<file path="src/rtl/bus_responder_if.sv">
// Request/response bundle between a bus controller (master) and bus_responder (slave).
// rerr exists only when BUS_RESP_ERR_EN is defined.
interface bus_responder_if;
  logic        BUS_data_valid;
  logic        we;
  logic [31:0] addr;
  logic [31:0] wdata;
  logic        ready;
  logic        rvalid;
  logic [31:0] rdata;
`ifdef BUS_RESP_ERR_EN
  logic        rerr;

  modport master (output BUS_data_valid, we, addr, wdata,
                  input  ready, rvalid, rdata, rerr);
  modport slave  (input  BUS_data_valid, we, addr, wdata,
                  output ready, rvalid, rdata, rerr);
`else
  modport master (output BUS_data_valid, we, addr, wdata,
                  input  ready, rvalid, rdata);
  modport slave  (input  BUS_data_valid, we, addr, wdata,
                  output ready, rvalid, rdata);
`endif
endinterface

</file>
<file path="src/rtl/bus_responder.sv">
// Single-outstanding register-file responder with programmable wait states.
// Optional error response (misaligned or unmapped access) enabled by macro BUS_RESP_ERR_EN.
module bus_responder #(
  parameter logic [31:0] BASE_ADDR   = 32'h1000_0000,
  parameter int          NREGS       = 8,
  parameter int          WAIT_CYCLES = 2
) (
  input logic            clk,
  input logic            rst,
  bus_responder_if.slave bus
);

  localparam int          IDX_W = (NREGS > 1) ? $clog2(NREGS) : 1;
  localparam logic [31:0] SPAN  = 32'(4 * NREGS);
  localparam logic [3:0]  WAIT_LOAD = 4'(WAIT_CYCLES);

  typedef enum logic [1:0] {
    IDLE,
    WAIT,
    RESP
  } state_t;

  state_t      state, state_nxt;
  logic [3:0]  cnt, cnt_nxt;

  logic [31:0] lat_addr;
  logic [31:0] lat_wdata;
  logic        lat_we;

  logic [31:0] regs [NREGS];

  logic [31:0]      offset;
  logic             hit;
  logic [IDX_W-1:0] idx;
  logic             wr_ok;
  logic             accept;

  // Decode from the latched address; the subtraction wraps addresses below
  // BASE_ADDR to large offsets, so one compare covers both bounds.
  assign offset = lat_addr - BASE_ADDR;
  assign hit    = (offset < SPAN);
  assign idx    = offset[IDX_W+1:2];
  assign accept = (state == IDLE) && bus.BUS_data_valid;

`ifdef BUS_RESP_ERR_EN
  logic err;
  assign err   = !hit || (lat_addr[1:0] != 2'b00);
  assign wr_ok = lat_we && !err;
`else
  assign wr_ok = lat_we && hit;
`endif

  // NOTE: every variable assigned in always_comb gets a default first so no
  // path leaves it unassigned, which would otherwise infer a latch.
  always_comb begin
    state_nxt = state;
    cnt_nxt   = cnt;
    unique case (state)
      IDLE: begin
        if (bus.BUS_data_valid) begin
          cnt_nxt   = WAIT_LOAD;
          state_nxt = (WAIT_CYCLES == 0) ? RESP : WAIT;
        end
      end
      WAIT: begin
        cnt_nxt = cnt - 4'd1;
        if (cnt == 4'd1) state_nxt = RESP;
      end
      RESP: begin
        state_nxt = IDLE;
      end
      default: begin
        state_nxt = IDLE;
      end
    endcase
  end

  // NOTE: sequential state uses non-blocking assignments so every flop samples
  // pre-edge values regardless of statement order.
  always_ff @(posedge clk) begin
    if (rst) begin
      state     <= IDLE;
      cnt       <= 4'd0;
      lat_addr  <= 32'h0;
      lat_wdata <= 32'h0;
      lat_we    <= 1'b0;
      // NOTE: the register file must read back zero after reset, so it is
      // built from resettable flops rather than an inferred RAM.
      for (int i = 0; i < NREGS; i++) regs[i] <= 32'h0;
    end else begin
      state <= state_nxt;
      cnt   <= cnt_nxt;
      if (accept) begin
        lat_addr  <= bus.addr;
        lat_wdata <= bus.wdata;
        lat_we    <= bus.we;
      end
      // Commit on the edge leaving RESP; a reset during WAIT/RESP never gets here.
      if (state == RESP && wr_ok) regs[idx] <= lat_wdata;
    end
  end

  assign bus.ready  = (state == IDLE);
  assign bus.rvalid = (state == RESP);
  assign bus.rdata  = (bus.rvalid && !lat_we && hit) ? regs[idx] : 32'h0;
`ifdef BUS_RESP_ERR_EN
  assign bus.rerr   = bus.rvalid && err;
`endif

endmodule

</file>
<file path="src/flat_wrapper.sv">
// flat-port wrapper written by rule: the top's interface ports become plain ports
module bus_responder_flat 
#(
  parameter logic [31:0] BASE_ADDR   = 32'h1000_0000,
  parameter int          NREGS       = 8,
  parameter int          WAIT_CYCLES = 2
)
  (clk, rst, bus_BUS_data_valid, bus_we, bus_addr, bus_wdata, bus_ready, bus_rvalid, bus_rdata);
  bus_responder_if bus_i ();
  input logic clk;
  input logic rst;
  input wire logic [$bits(bus_i.BUS_data_valid)-1:0] bus_BUS_data_valid;
  input wire logic [$bits(bus_i.we)-1:0] bus_we;
  input wire logic [$bits(bus_i.addr)-1:0] bus_addr;
  input wire logic [$bits(bus_i.wdata)-1:0] bus_wdata;
  output wire logic [$bits(bus_i.ready)-1:0] bus_ready;
  output wire logic [$bits(bus_i.rvalid)-1:0] bus_rvalid;
  output wire logic [$bits(bus_i.rdata)-1:0] bus_rdata;
  assign bus_i.BUS_data_valid = bus_BUS_data_valid;
  assign bus_i.we = bus_we;
  assign bus_i.addr = bus_addr;
  assign bus_i.wdata = bus_wdata;
  assign bus_ready = bus_i.ready;
  assign bus_rvalid = bus_i.rvalid;
  assign bus_rdata = bus_i.rdata;
  bus_responder #(.BASE_ADDR(BASE_ADDR), .NREGS(NREGS), .WAIT_CYCLES(WAIT_CYCLES)) u_core (.clk(clk), .rst(rst), .bus(bus_i));
endmodule
</file>
<file path="config.mk">
export PLATFORM = sky130hd
export DESIGN_NAME = bus_responder_flat
export DESIGN_NICKNAME = d
export VERILOG_FILES = /design/src/rtl/bus_responder_if.sv /design/src/rtl/bus_responder.sv /design/src/flat_wrapper.sv
export SDC_FILE = /design/constraint.sdc
export NUM_CORES = 1
export LEC_CHECK = 0
export ABC_AREA = 1
export CORE_ASPECT_RATIO = 1.25
export CORE_MARGIN = 1.5
export CORE_UTILIZATION = 59
export DETAILED_ROUTE_END_ITERATION = 8
export PLACE_DENSITY = 0.77
export SLEW_MARGIN = 5
export SYNTH_ARGS = -nofsm -noshare
export SYNTH_HDL_FRONTEND = slang
export SYNTH_SLANG_ARGS = --single-unit
</file>
<file path="constraint.sdc">
create_clock -name clk -period 3.58 [get_ports clk]
set_input_delay 0.716 -clock clk [delete_from_list [all_inputs] [get_ports clk]]
set_output_delay 0.716 -clock clk [all_outputs]
set_load 0.1 [all_outputs]
</file>
After elaboration in Yosys (flattened, before gate mapping)
Memories as Yosys holds them, arrays and structs flattened.
Cells that the tools add are included.
{"block": "totals", "n_memories": 1, "regBits": 71, "input_bits": 68, "ramBits": 256, "word_cells": 39, "out_inout_bits": 34}
{"block": "op_classes", "n_addsub": 2, "n_reduce_logical": 11, "muxes": 14, "eq_ne": 5, "magnitude_cmp": 1}
{"memory": "u_core.regs", "depth": 8, "word_bits": 32, "read_ports": 1, "rd_ports_with_merged_regs": 0, "write_ports": 8, "line_no": "bus_responder.sv:30", "source": "logic [31:0] regs [NREGS];"}
{"cell": "$mux W32", "count": 2}
{"cell": "$lt A32 B6 Y1 const B", "count": 1}
{"cell": "$reduce_or A32 Y1", "count": 1}
{"cell": "$sub A32 B29 Y32 const B", "count": 1}
{"cell": "$pmux W4 S2", "count": 1}
{"cell": "$mux W1", "count": 6}
{"cell": "$logic_and A1 B1 Y1", "count": 5}
{"cell": "$eq A4 B1 Y1 const B", "count": 1}
{"cell": "$mux W2", "count": 2}
{"cell": "$mux W4", "count": 1}
{"cell": "$pmux W2 S2", "count": 1}
{"cell": "$reduce_and A2 Y1", "count": 2}
{"cell": "$sub A4 B1 Y4 const B", "count": 1}
{"cell": "$mux W3", "count": 1}
{"cell": "$eq A2 B1 Y1 const B", "count": 1}
{"cell": "$eq A2 B2 Y1 const B", "count": 1}
{"cell": "$logic_not A2 Y1", "count": 1}
{"cell": "$ne A2 B1 Y1 const B", "count": 1}
{"cell": "$ne A2 B2 Y1 const B", "count": 1}
{"cell": "$reduce_bool A2 Y1", "count": 1}
{"cell": "$logic_not A1 Y1", "count": 1}

Depth between registers and ports, before layout
Gate-level depths: netlist of run 1.
{"block": "depth", "word_depth": 9, "ltp_mapped": 11, "mapped_depth_nobuf": 9}

Least setup slack after synthesis of run 1
No wires, ideal clock.
{"block": "synth_timing", "path_type": "register to output", "start": "register u_core.state[0]", "end": "output port bus_rdata[11]", "required_ns": 2.864, "n_path_buf": 1, "arrival_time_ns": 2.786, "setup_slack_ns": 0.078, "stages_incl_launch_ff": 7, "path_cell_list": "dfxtp_1 -> inv_1 -> nand2_2 -> inv_1 -> nand3_1 -> clkbuf_1 -> nor2_1"}
{"block": "synth_between", "elab_chain_cells": 4}
{"element": "start, declared", "line_no": "bus_responder.sv:23", "source": "state_t state, state_nxt;"}
{"element": "start signal, assigned", "line_no": "bus_responder.sv:91", "source": "state <= state_nxt;"}
{"element": "$eq A2 B2 Y1", "line_no": "bus_responder.sv:104", "source": "assign bus.rvalid = (state == RESP);"}
{"element": "net bus_rvalid", "line_no": "flat_wrapper.sv:17", "source": "output wire logic [$bits(bus_i.rvalid)-1:0] bus_rvalid;"}
{"element": "$logic_and A1 B1 Y1 (2 in series)", "line_no": "bus_responder.sv:105", "source": "assign bus.rdata = (bus.rvalid && !lat_we && hit) ? regs[idx] : 32'h0;"}
{"element": "$mux W32", "line_no": "bus_responder.sv:105"}
{"element": "end, declared", "line_no": "flat_wrapper.sv:18", "source": "output wire logic [$bits(bus_i.rdata)-1:0] bus_rdata;"}
The timed path passes the listed nets, and every way through them passes these cells.

Worst setup path in the final report of run 1
{"block": "layout_timing", "start": "register u_core.lat_addr[8]", "end": "output port bus_rdata[7]"}
{"block": "layout_between", "elab_chain_cells": 4}
{"element": "start, declared", "line_no": "bus_responder.sv:26", "source": "logic [31:0] lat_addr;"}
{"element": "start signal, assigned", "line_no": "bus_responder.sv:94", "source": "lat_addr <= bus.addr;"}
{"element": "$sub A32 B29 Y32", "line_no": "bus_responder.sv:40", "source": "assign offset = lat_addr - BASE_ADDR;"}
{"element": "$lt A32 B6 Y1", "line_no": "bus_responder.sv:41", "source": "assign hit = (offset < SPAN);"}
{"element": "$logic_and A1 B1 Y1", "line_no": "bus_responder.sv:105"}
{"element": "$mux W32", "line_no": "bus_responder.sv:105"}
No other way between the ends.

==> impl_metrics.csv, run 1 <==
group,metric,value,unit
run_status,status,"completed",
critical_path,critPathLaunchType,"register",
cells_and_area,fin_util,0.7042,
logic_synthesis,syn_inst,1531,
logic_synthesis,syn_avg_cell_area,9.272,um2
critical_path,r2r_setup_slack,1200,ps
critical_path,cpMostUsedCell,"nor2_1",
timing,timing.final.crit_share,0.9016,
logic_synthesis,synth_edf_count,256,
cts,cts_root_buf,"clkbuf_16",
timing,skew,11.26,ps
critical_path,critPathArrivalTime,2510,ps
timing,slew_violations,0,
cells_and_area,nets,1675,
die,dieArea,25010,um2
min_path,min_path_type,"reg -> reg",
die,design.core.area,23650,um2
routing,route.final.wire_length,34140,um
routing,vias_per_cell,5.637,
timing,rsz0062_at_grt,"no",
cells_and_area,stdcell_area,16650,um2
critical_path,crit_fanout,32,
place,placed_area,15660,um2
critical_path,path_class,"reg -> out",
routing,first_iter_violations,1050,
min_path,hold_depth,2,
die,die_h,176.4,um
logic_synthesis,ys_seq_elements,325,
timing,relSlewSlack,0.4195,
logic_synthesis,synth.most_common_cell,"nor2_1",
grt,met1_usage,0.3261,
logic_synthesis,synth_area_leaders,"edfxtp_1 54%, nor2_1 16%, dfxtp_1 9.7%",
critical_path,endpoint_kind,"output port",
pwr,finalPower,8341,uW
critical_path,r2r-start,"u_core.lat_addr[2]$_SDFFE_PP0P_",
critical_path,crit_slowest_cell,"dfxtp_1",
min_path,hp-start,"u_core.lat_addr[28]$_SDFFE_PP0P_",
flow_run,cap_viol_max_count,0,
place,dp.cells,1865,
cells_and_area,syn2layout_area_growth,17.30,%
pwr,peakVddDrop,0.4184,mV
timing,tightest_slew,869.4,ps
cts,cts.htree.levels,1,
timing,layout_min_cycle_time,3228,ps
die,initial_utilization,0.6003,
logic_synthesis,synth_area_leader_cell,"edfxtp_1",
timing,max_freq,309.8,MHz
cts,cts_setup_buffers,0,
logic_synthesis,synth_top_area_frac,0.5415,
grt,busiest_layer,"met2",
timing,fin_tns_setup,0,ps
logic_synthesis,ys_seq_area_frac,0.6388,
grt,grt_max_degree,133,
timing,finalSetupViolCount,0,
cts,cts_resized,0,
critical_path,path_cells,"nor2_1, nand2_1, nor2_1, nand2_1, nor2_4, nand3_1, buf_4, nor2_1, buf_12",
routing,drtAntennaViolNets,0,
routing,avgRoutedWirePerCell,17.77,um
grt,grt-ovfl-total,0,
routing,vias,10829,
grt,met2_usage,0.5120,
critical_path,cp_data_required_time,2860,ps
critical_path,crit_buf_inv,2,
pwr,power.density,500.9,nW/um2
die,ios,102,
grt,grt_usage,0.2768,
cells_and_area,antenna_cells,0,
place,io_buffers,99,
logic_synthesis,synthFlopType,"edfxtp_1",
cts,clk_pin_slew,60,ps
critical_path,slowest_delay,310,ps
logic_synthesis,yosys_warnings,0,
critical_path,rr_worst_depth,6,
grt,use_met3,0.03417,
logic_synthesis,async_reset_ff_frac,0,
logic_synthesis,synth_fp_nets,1601,
place,globalplace.congestion,0.7756,
pwr,p_leak,0.006419,uW
grt,grt_pass1_wl,53030,um
logic_synthesis,synth_commonest_cells,"606 x nor2_1, 256 x edfxtp_1, 198 x nand2_1",
cells_and_area,drive_gt1_frac,0.08533,
die,rows,63,
die,fp.dieW,141.7,um
logic_synthesis,yosysUniqueCellTypes,23,
grt,grt_pass1_vias,10476,
critical_path,path_delay_family,"simple AND/OR/NAND/NOR gates",
place,place_hpwl,19100,um
routing,dr.pass1.iters,5,
cts,tritoncts,"done",
cts,cts_buffers,30,
cells_and_area,fin_cells,1921,
cts,ctsHoldBuffers,0,
cts,cts_max_path_buffers,3,
routing,post-route-drc-count,0,
logic_synthesis,syn_area,14200,um2
timing,hold_violations,0,
cells_and_area,fillers,1682,
grt,antenna_found_initial,0,
min_path,min_to,"u_core.lat_addr[28]$_SDFFE_PP0P_",
cts,clkLatencyLatePin,560,ps
critical_path,r2r-end,"u_core.regs[7][18]$_SDFFCE_PN0P_",
cts,cts.sinks,325,
-- metrics by stage --
step	setup WS (ps)	hold slack, ps
floorplan	78.28	430.3
global placement	841.0	443.0
detailed placement	783.9	460.0
CTS	322.3	469.5
global route	185.1	484.8
finish	352.1	466.8
-- logic make-up (layout without fill, tap and decap cells) --
family,after synthesis,count (layout),synth area share
AOI/OAI and AO/OA,212,212,0.07492
xor gates and xnor gates,1,1,0.0006171
adders and majority gates,2,2,0.001762
buffers and inverters,144,242,0.05235
DFF,325,325,0.6388
and+or+nand+nor,847,847,0.2315
-- metal layers --
layer / part of all wire / wire length, um / up-vias
li1: - / - / 5154
met1: 0.36 / 12460 / 5096
met2: 0.52 / 17810 / 486
met3: 0.080 / 2731 / 93
met4: 0.033 / 1138 / 0
met5: 0 / 0 / -
-- power breakdown --
group / total, uW / internal (uW) / switching [uW]
Combinational: 910 / 284 / 626
Sequential: 4270 / 4220 / 54.4
Clock: 3160 / 1810 / 1350
-- cell type report --
| class | count | area, um2 | share of cell area |
|---|---|---|---|
| Sequential cell | 325 | 9074 | 0.5449 |
| Multi-Input combinational cell | 1062 | 4387 | 0.2634 |
| Timing Repair Buffer | 139 | 1657 | 0.09948 |
| Clock buffer | 47 | 947.2 | 0.05688 |
| Tap cell | 292 | 365.4 | 0.02194 |
| Inverter | 47 | 177.7 | 0.01067 |
| Clock inverter | 9 | 45.04 | 0.002705 |
-- cells in the final DEF (no fill, tap or decap), types with 2 or more instances in the layout --
| cell | count |
|---|---|
| nand2_2 | 2 |
| dfxtp_1 | 67 |
| inv_2 | 2 |
| clkinv_2 | 7 |
| nand3_1 | 21 |
| nand3_2 | 8 |
| clkinv_1 | 35 |
| a21oi_1 | 23 |
| inv_1 | 11 |
| nor3_1 | 10 |
| buf_12 | 36 |
| nor2_1 | 606 |
| ha_1 | 2 |
| o21ai_0 | 188 |
| buf_4 | 38 |
| nand2_1 | 197 |
| clkbuf_1 | 6 |
| clkbuf_16 | 32 |
| clkdlybuf4s50_1 | 65 |
| edfxtp_1 | 256 |
| clkbuf_8 | 9 |
-- worst max-delay path by stage --
stage,start,to,slack (ps),cells past startpoint
6_report,u_core.lat_addr[8]$_SDFFE_PP0P_,bus_rdata[7],350,9
5_1_grt,u_core.lat_addr[2]$_SDFFE_PP0P_,bus_rdata[18],190,9
4_1_cts,u_core.lat_addr[24]$_SDFFE_PP0P_,bus_rdata[7],320,9
3_5_place_dp,rst,u_core.regs[6][0]$_SDFFCE_PN0P_,780,6
3_3_place_gp,rst,u_core.regs[6][0]$_SDFFCE_PN0P_,840,6
2_1_floorplan,u_core.state[0]$_SDFFE_PP0P_,bus_rdata[11],80,6
-- tightest hold or removal path, cell delays in order (launching register included) --
cell	delay [ps]
dfxtp_1	300
inv_1	60
a21oi_1	60
-- sequential cells by signal, summed over array words and instances, names as in the netlist --
register,flops
u_core.state,2
u_core.regs,256
u_core.lat_wdata,32
u_core.lat_addr,30
u_core.cnt,4
u_core.lat_we,1
Note: power is estimated with default switching activity, not from simulation.
==> inputs of run 2 (changes only) <==
--- a/config.mk
+++ b/config.mk
@@ -10,7 +10,7 @@
 export CORE_MARGIN = 1.5
 export CORE_UTILIZATION = 59
 export DETAILED_ROUTE_END_ITERATION = 8
-export PLACE_DENSITY = 0.77
+export PLACE_DENSITY_LB_ADDON = 0.25
 export SLEW_MARGIN = 5
 export SYNTH_ARGS = -nofsm -noshare
 export SYNTH_HDL_FRONTEND = slang
==> run 2 against run 1 <==
  * Register-to-register slack got worse by 30 ps
  * Critical path depth decreased by 1
  * Clock-buffer cell count decreased by 3
  * Highest routed layer unchanged
  * Final cell count about the same
  * Critical path type unchanged
  * Die area unchanged
  * Clock skew decreased by 0.61 ps
  * Hold slack about the same
  * Clock power increased by 5%
  * Final area increased by 0.44%
==> impl_metrics.csv, run 2 (synthesis results as in run 1) <==
group,metric,value,unit
run_status,status,"completed",
cells_and_area,layout_common_cells,"606 x nor2_1, 256 x edfxtp_1, 197 x nand2_1, 188 x o21ai_0, 67 x dfxtp_1",
timing,hold_violations,0,
cts,cts_root_buf,"clkbuf_16",
timing,fin_tns_setup,0,ps
grt,grt_max_degree,105,
cells_and_area,syn2layout_area_growth,17.82,%
place,io_buffers,99,
routing,first_iter_violations,1007,
cts,ctsHoldBuffers,0,
cells_and_area,largest-register,"u_core.regs",
grt,grt_pass1_vias,10544,
routing,dr.pass1.iters,5,
die,rows,63,
grt,grt-ovfl-total,0,
routing,avgRoutedWirePerCell,17.51,um
pwr,switching_share,0.2407,
pwr,power.share.sequential,0.504,
min_path,min_path_type,"reg -> reg",
critical_path,crit_fanout,104,
cells_and_area,stdcell_area,16730,um2
timing,relSlewSlack,0.3984,
die,ios,102,
cells_and_area,antenna_cells,0,
timing,setup_ws,193.1,ps
routing,vias_per_cell,5.583,
timing,layout_min_cycle_time,3387,ps
place,placed_area,15660,um2
grt,grt_usage,0.2753,
die,initial_utilization,0.6003,
timing,timing.hold.ws,466.4,ps
grt,antenna_found_initial,0,
die,die_h,176.4,um
routing,post-route-drc-count,0,
cts,cts_buffers,31,
critical_path,critPathArrivalTime,2670,ps
critical_path,critPathLaunchType,"register",
pwr,p_clk_frac,0.391,
place,globalplace.congestion,0.7855,
die,dieArea,25010,um2
timing,finalSetupViolCount,0,
cts,clk_pin_slew,60,ps
cts,cts.htree.levels,1,
cts,cts_max_path_buffers,3,
timing,skew,10.65,ps
timing,rsz0062_at_grt,"no",
cts,cts_setup_buffers,0,
pwr,power.density,509.3,nW/um2
routing,route.final.wire_length,33650,um
cts,cts_resized,0,
routing,drtAntennaViolNets,0,
critical_path,path_class,"reg -> out",
place,place_hpwl,19190,um
cts,clkLatencyLatePin,550,ps
pwr,p_leak,0.006453,uW
critical_path,cp_data_required_time,2860,ps
cells_and_area,final_common_cell,"nor2_1",
cells_and_area,drive_gt1_frac,0.08712,
cells_and_area,top_regs,"u_core.regs (256), u_core.lat_wdata (32), u_core.lat_addr (30)",
timing,max_freq,295.3,MHz
cells_and_area,nets,1676,
pwr,p_comb_frac,0.105,
timing,timing.final.crit_share,0.9461,
die,fp.dieW,141.7,um
cells_and_area,largest_reg_flops,256,
pwr,p_switching,2050,uW
cts,tritoncts,"done",
timing,tightest_slew,901.1,ps
critical_path,endpoint_kind,"output port",
flow_run,cap_viol_max_count,0,
die,design.core.area,23650,um2
place,place_ws,862.2,ps
cts,cts.sinks,325,
timing,slew_violations,0,
pwr,intPower,6468,uW
pwr,peakVddDrop,0.3720,mV
grt,grt_pass1_wl,53000,um
routing,vias,10730,
## run 2: cell count changes in the layout (fill, tap and decap cells not counted), sizes merged
cell      before  now
bufinv         0    2
clkinv        42   40
inv           13   16
clkbuf        47   44
clkinvlp       1    2
## run 2: through the flow
| stage | std cells | total power (uW) | util |
|---|---|---|---|
| after global placement | 1865 | 5219 | 0.6622 |
| after global routing | 1922 | 8804 | 0.7073 |
| after floorplan | 1531 | 4936 | - |
| final | 1922 | 8518 | 0.7073 |
| after detailed placement | 1865 | 5250 | 0.6622 |
| after CTS | 1922 | 8540 | 0.7073 |
## run 2: power by group through the flow
| stage | Sequential [uW] | Clock (uW) | Combinational [uW] |
|---|---|---|---|
| after CTS | 4290 | 3360 | 888 |
| after floorplan | 4340 | 0 | 591 |
| after detailed placement | 4370 | 0 | 879 |
| final | 4290 | 3330 | 891 |
| after global placement | 4360 | 0 | 855 |
| after global routing | 4310 | 3490 | 1000 |
## run 2: final cells by class
| cell class | instances | area [um2] |
|---|---|---|
| sequential | 325 | 9074 |
| fill | 1654 | 6922 |
| multi-input combinational | 1062 | 4387 |
| timing repair buffer | 139 | 1657 |
| clock buffer | 44 | 932.1 |
| tap | 292 | 365.4 |
| inverter | 47 | 177.7 |
| clock inverter | 13 | 133.9 |
## run 2: path summary, 6_finish.rpt
kind / endpoint / slack, ps / from / cells after the start
setup reg to reg: u_core.regs[3][31]$_SDFFCE_PN0P_ / 1170 / u_core.lat_addr[2]$_SDFFE_PP0P_ / 6
setup / recovery: bus_rdata[23] / 190 / u_core.lat_addr[2]$_SDFFE_PP0P_ / 8
hold reg to reg: u_core.lat_addr[28]$_SDFFE_PP0P_ / 470 / u_core.lat_addr[28]$_SDFFE_PP0P_ / 2
hold / removal: u_core.lat_addr[28]$_SDFFE_PP0P_ / 470 / u_core.lat_addr[28]$_SDFFE_PP0P_ / 2
## run 2: layer usage
layer | vias up | track usage | wire length [um]
li1 | 5155 | - | -
met1 | 4960 | 0.3213 | 12410
met2 | 500 | 0.4980 | 17490
met3 | 115 | 0.03960 | 2352
met4 | 0 | 0.1302 | 1393
met5 | - | 0 | 0
## run 2: worst max-delay path, stage by stage, from the launching register on
cell and delay, ps:
dfxtp_4 570, buf_12 380, nor2_1 110, o21ai_0 220
nand2_1 80, nand2_1 60, nand2_1 60, nor2_1 270
buf_12 220
